`src/rtl/enemy_collision_dispatcher.sv`:
```
// Double-banked per-enemy collision event store: events are captured during one frame
// and presented back to the owning enemy's pixels during the following frame.
module enemy_collision_dispatcher #(
  parameter int AMOUNT_OF_ENEMIES = 2,
  parameter int DROP_CNT_WIDTH    = 8
) (
  input  logic                      clk,
  input  logic                      resetN,
  input  logic                      startOfFrame,
  input  logic                      pause,
  input  logic                      newLevel,
  input  logic                      enemyDrawReq,
  input  logic                      headsUpDrawReq,
  input  logic                      headsDownDrawReq,
  input  logic [3:0]                drawingRequestorId,
  input  logic                      wallDrawReq,
  input  logic                      playerShotDrawReq,
  input  logic [2:0]                shotType,
  output logic                      changeDir,
  output logic                      dodgeBullet,
  output logic [2:0]                shotCollision,
  output logic                      killPulse,
  output logic [3:0]                killId,
  output logic [DROP_CNT_WIDTH-1:0] droppedEvents
);

  localparam int N     = AMOUNT_OF_ENEMIES;
  localparam int SUM_W = $clog2(N + 1);

  logic [N-1:0] capChg, capDodge, delChg, delDodge;
  logic [2:0]   capShot [N];
  logic [2:0]   delShot [N];

  logic [N-1:0] capChgNxt, capDodgeNxt, delChgNxt, delDodgeNxt;
  logic [2:0]   capShotNxt [N];
  logic [2:0]   delShotNxt [N];

  logic [SUM_W-1:0] dropSum;
  logic [2:0]       hitCode;
  logic             delActive;
  logic             sel, det, dlv;
  logic             remChg, remDodge, updChg, updDodge;
  logic [2:0]       remShot, updShot;

  function automatic logic [DROP_CNT_WIDTH-1:0] satAdd(
    input logic [DROP_CNT_WIDTH-1:0] acc,
    input logic [SUM_W-1:0]          inc
  );
    logic [DROP_CNT_WIDTH:0] sum;
    sum = {1'b0, acc} + (DROP_CNT_WIDTH + 1)'(inc);
    return sum[DROP_CNT_WIDTH] ? '1 : sum[DROP_CNT_WIDTH-1:0];
  endfunction

  function automatic logic [2:0] maxCode(input logic [2:0] a, input logic [2:0] b);
    return (a > b) ? a : b;
  endfunction

  always_comb begin
    // A body hit with an untyped shot still has to register as a hit
    hitCode   = (shotType == 3'd0) ? 3'd1 : shotType;
    delActive = resetN && enemyDrawReq && !pause;

    changeDir     = 1'b0;
    dodgeBullet   = 1'b0;
    shotCollision = 3'd0;
    dropSum       = '0;
    sel = 1'b0; det = 1'b0; dlv = 1'b0;
    remChg = 1'b0; remDodge = 1'b0; remShot = 3'd0;
    updChg = 1'b0; updDodge = 1'b0; updShot = 3'd0;

    capChgNxt   = capChg;
    capDodgeNxt = capDodge;
    capShotNxt  = capShot;
    delChgNxt   = delChg;
    delDodgeNxt = delDodge;
    delShotNxt  = delShot;

    for (int i = 0; i < N; i++) begin
      sel = (drawingRequestorId == 4'(i));
      det = sel && !pause;
      dlv = sel && delActive;

      if (dlv) begin
        changeDir     = delChg[i];
        shotCollision = delShot[i];
        dodgeBullet   = delDodge[i] && (delShot[i] == 3'd0);
      end

      // Everything for a slot is presented at once, so a delivery empties that slot
      remChg   = delChg[i] && !dlv;
      remDodge = delDodge[i] && !dlv;
      remShot  = dlv ? 3'd0 : delShot[i];

      updChg   = capChg[i] | (det && enemyDrawReq && wallDrawReq);
      updDodge = capDodge[i] | (det && (headsUpDrawReq || headsDownDrawReq)
                                && !enemyDrawReq && playerShotDrawReq);
      updShot  = (det && enemyDrawReq && playerShotDrawReq) ?
                 maxCode(capShot[i], hitCode) : capShot[i];

      if (newLevel) begin
        capChgNxt[i]   = 1'b0;
        capDodgeNxt[i] = 1'b0;
        capShotNxt[i]  = 3'd0;
        delChgNxt[i]   = 1'b0;
        delDodgeNxt[i] = 1'b0;
        delShotNxt[i]  = 3'd0;
      end else if (startOfFrame) begin
        delChgNxt[i]   = updChg;
        delDodgeNxt[i] = updDodge;
        delShotNxt[i]  = updShot;
        capChgNxt[i]   = 1'b0;
        capDodgeNxt[i] = 1'b0;
        capShotNxt[i]  = 3'd0;
        if (remChg || remDodge || (remShot != 3'd0))
          dropSum = dropSum + SUM_W'(1);
      end else begin
        capChgNxt[i]   = updChg;
        capDodgeNxt[i] = updDodge;
        capShotNxt[i]  = updShot;
        delChgNxt[i]   = remChg;
        delDodgeNxt[i] = remDodge;
        delShotNxt[i]  = remShot;
      end
    end
  end

  always_ff @(posedge clk) begin
    if (!resetN) begin
      capChg        <= '0;
      capDodge      <= '0;
      capShot       <= '{default: 3'd0};
      delChg        <= '0;
      delDodge      <= '0;
      delShot       <= '{default: 3'd0};
      droppedEvents <= '0;
      killPulse     <= 1'b0;
      killId        <= 4'd0;
    end else begin
      capChg        <= capChgNxt;
      capDodge      <= capDodgeNxt;
      capShot       <= capShotNxt;
      delChg        <= delChgNxt;
      delDodge      <= delDodgeNxt;
      delShot       <= delShotNxt;
      droppedEvents <= satAdd(droppedEvents, dropSum);
      killPulse     <= (shotCollision != 3'd0);
      if (shotCollision != 3'd0)
        killId <= drawingRequestorId;
    end
  end

endmodule

```
`config.mk`:
```
export PLATFORM = sky130hd
export DESIGN_NAME = enemy_collision_dispatcher
export DESIGN_NICKNAME = d
export VERILOG_FILES = /design/src/rtl/enemy_collision_dispatcher.sv
export SDC_FILE = /design/constraint.sdc
export NUM_CORES = 1
export LEC_CHECK = 0
export ABC_CLOCK_PERIOD_IN_PS = 3500
export CORE_MARGIN = 5
export CORE_UTILIZATION = 25
export DETAILED_ROUTE_END_ITERATION = 8
export SETUP_SLACK_MARGIN = 0.5
export SYNTH_ARGS = -nofsm -noshare
export SYNTH_HDL_FRONTEND = slang
export SYNTH_SLANG_ARGS = --single-unit
export TNS_END_PERCENT = 20
```
`constraint.sdc`:
```
create_clock -name clk -period 3.5 [get_ports clk]
set_input_delay 0.7 -clock clk [delete_from_list [all_inputs] [get_ports clk]]
set_output_delay 0.7 -clock clk [all_outputs]
set_load 0.02 [all_outputs]
```
==> flow_summary.ini <==
[clock_tree]
cts.path.max_buffers = 2
cts_tree = done
clk_pin_slew_ns = 0.06
cts_num_sinks = 33
cts_max_level = 2
root_buffer = clkbuf_8
clk_latency_ns = 0.29
numCtsBuffers = 5

[cells_and_area]
n_antenna_cell = 0
nFillCells = 680
multi_input_area_um2 = 947
syn2layout_area_growth_pct = 42.8
drive_gt1_frac = 0.203
regArea_um2 = 661
fin_nets = 267
instances_no_fill = 318
final_util = 0.366
finalInstanceArea_um2 = 2310

[sta]
fin_ws_ns = 0.427
final-max-slew-violation-count = 0
hold_viol = 0
worst_pin_slew_ns = 0.449
clock_skew_ns = 0.00347
setup_tns_ns = 0
min_period_ns = 3.07
whs_ns = 0.431
fmax_ghz = 0.325
timing.final.crit_share = 0.878
setup-violations-final = 0
rsz0062_at_grt = yes
slew_headroom = 0.701

[route]
wl_met1_um = 1870
routed_wl_um = 4060
viasPerCell = 4.65
drc_errors = 0
drt_iter0_markers = 64
highest_layer = met4
drtPass1Iterations = 4
wl_met3_um = 213
wire_per_inst_um = 12.8
met2_length_um = 1940
num_vias = 1480
detail-route-antenna-nets = 0

[synthesis]
synth_area_um2 = 1620
synth_edf_count = 0
synth_top_area_share = 0.408
yosys_register_bits = 33
synthCells = 185
synth_area_leaders = dfxtp_1 (41%), ha_1 (7.0%), mux2i_1 (6.8%)
synth.most_common_cell = dfxtp_1
synthFlopType = dfxtp_1
ys_top_cells_by_count = dfxtp_1 (33), nor2_1 (25), inv_1 (15), a21oi_1 (13), mux2i_1 (11)
postSynthAreaPerCell_um2 = 8.74
synth_top_cell_by_area = dfxtp_1
yosysWarnings = 0
async_flop_share = 0
synth_cell_types = 39
seq_area_frac_synth = 0.408
synthesis.nets = 212

[die]
top_level_ports = 35
start_util = 0.256
die_area_um2 = 8180
die_h_um = 90.4
core_area_um2 = 6310
num_rows = 29
chipWidth_um = 90.4

[setup_path]
crit_chain = buf_6, or4b_4, nor2_4, nand2_4, nor2_4, nor2_2, ha_1, and2_1, ha_2, inv_2, fa_2, nor2b_2, and2_4, nand3_4, a21oi_2
path_buf_inv = 2
crit_family = simple AND/OR/NAND/NOR gates
cpMostUsedCell = nor2_4
cp.arrival_ns = 3.30
cp_max_fo = 6
startpoint_type = input pin
path_class = in -> reg
required_ns = 3.73
cp_slowest_stage_delay_ns = 0.57
endpoint_kind = register
critPathSlowestCell = or4b_4

[power_and_ir_drop]
powerDensity_nw_per_um2 = 313
power_mw = 0.722
ir_drop_mv = 0.149
p_leak_nw = 0.937

[placement]
pre_cts_ws_ns = -0.232
dpl_cell_area_um2 = 2140
dp_cells = 302
post-dp-hpwl_um = 3110
gp_congestion = 0.766
port_buffers = 34

[global_routing]
grt_use_total = 0.103
antenna_found_initial = 0
grt-ovfl-total = 0
first_global_vias = 1477
grt_max_degree = 14
grt_pass1_wl_um = 6980

[outcome]
status = completed

[min_path]
hp-class = reg -> reg

[run]
maxCapViolations = 0
final timing paths:
path                               from  cells after the start               end  slack (ns)
setup / recovery  drawingRequestorId[1]                     15  droppedEvents[3]        0.43
hold / removal                killId[1]                      2         killId[1]        0.43
setup reg to reg             delShot[4]                     12  droppedEvents[3]        0.79
hold reg to reg               killId[1]                      2         killId[1]        0.43
cells in the final DEF, fill, tap and decap left out, types with 7 or more instances in the layout:
master / Yosys / final
inv_1: 15 / 14
dfxtp_1: 33 / 33
nor2_1: 25 / 23
ha_1: 9 / 8
o21ai_1: 9 / 9
nand2_1: 9 / 9
clkdlybuf4s50_1: 0 / 25
buf_4: 0 / 19
mux2i_1: 11 / 11
a21oi_1: 13 / 7
worst reg2reg max path, cell delays in order (launching register included):
cell	delay [ns]
dfxtp_1	0.33
or3_1	0.42
o31ai_1	0.28
nor2_2	0.06
ha_1	0.27
and2_1	0.11
ha_2	0.18
inv_2	0.04
fa_2	0.35
nor2b_2	0.14
and2_4	0.18
nand3_4	0.13
a21oi_2	0.16
flip-flops by register name, summed over array words and instances, names as in the netlist:
name and flops:
killPulse 1, capChg 2, capDodge 2, capShot 6, delDodge 2, delChg 2, delShot 6, droppedEvents 8
killId 4
routing by layer:
metal	vias up	GRT usage
met4	0	0.0335
li1	747	-
met1	691	0.135
met5	-	0
met2	36	0.165
met3	6	0.0275
where the power goes:
part	internal (mW)	leakage (nW)	switching [mW]
Sequential	0.377	0.266	0.000741
Clock	0.141	0.0395	0.138
Combinational	0.0312	0.632	0.0350
Total	0.549	0.937	0.173
cell families after synthesis:
group / after synthesis / synth area share
flops: 33 / 0.408
compound gates: 44 / 0.175
fa+ha+maj: 10 / 0.0820
mux: 11 / 0.0681
buf+inv: 20 / 0.0464
simple gates: 63 / 0.199
xor+xnor: 4 / 0.0217
area by class of cell:
class | instances | share of cell area
multi-input cells | 132 | 0.410
repair buffers | 53 | 0.203
clock buffers | 8 | 0.0347
well taps | 77 | 0.0417
flip-flops and latches | 33 | 0.286
inverters | 15 | 0.0244
repair_timing:
action | 4_1_cts | 5_1_grt
pin swaps | 9 | 10
buffers inserted | 3 | 5
gates resized for setup | 33 | 2
hold buffers | 0 | 0
setup endpoints to repair | 13 | 13
Note: power is estimated with default switching activity, not from simulation.
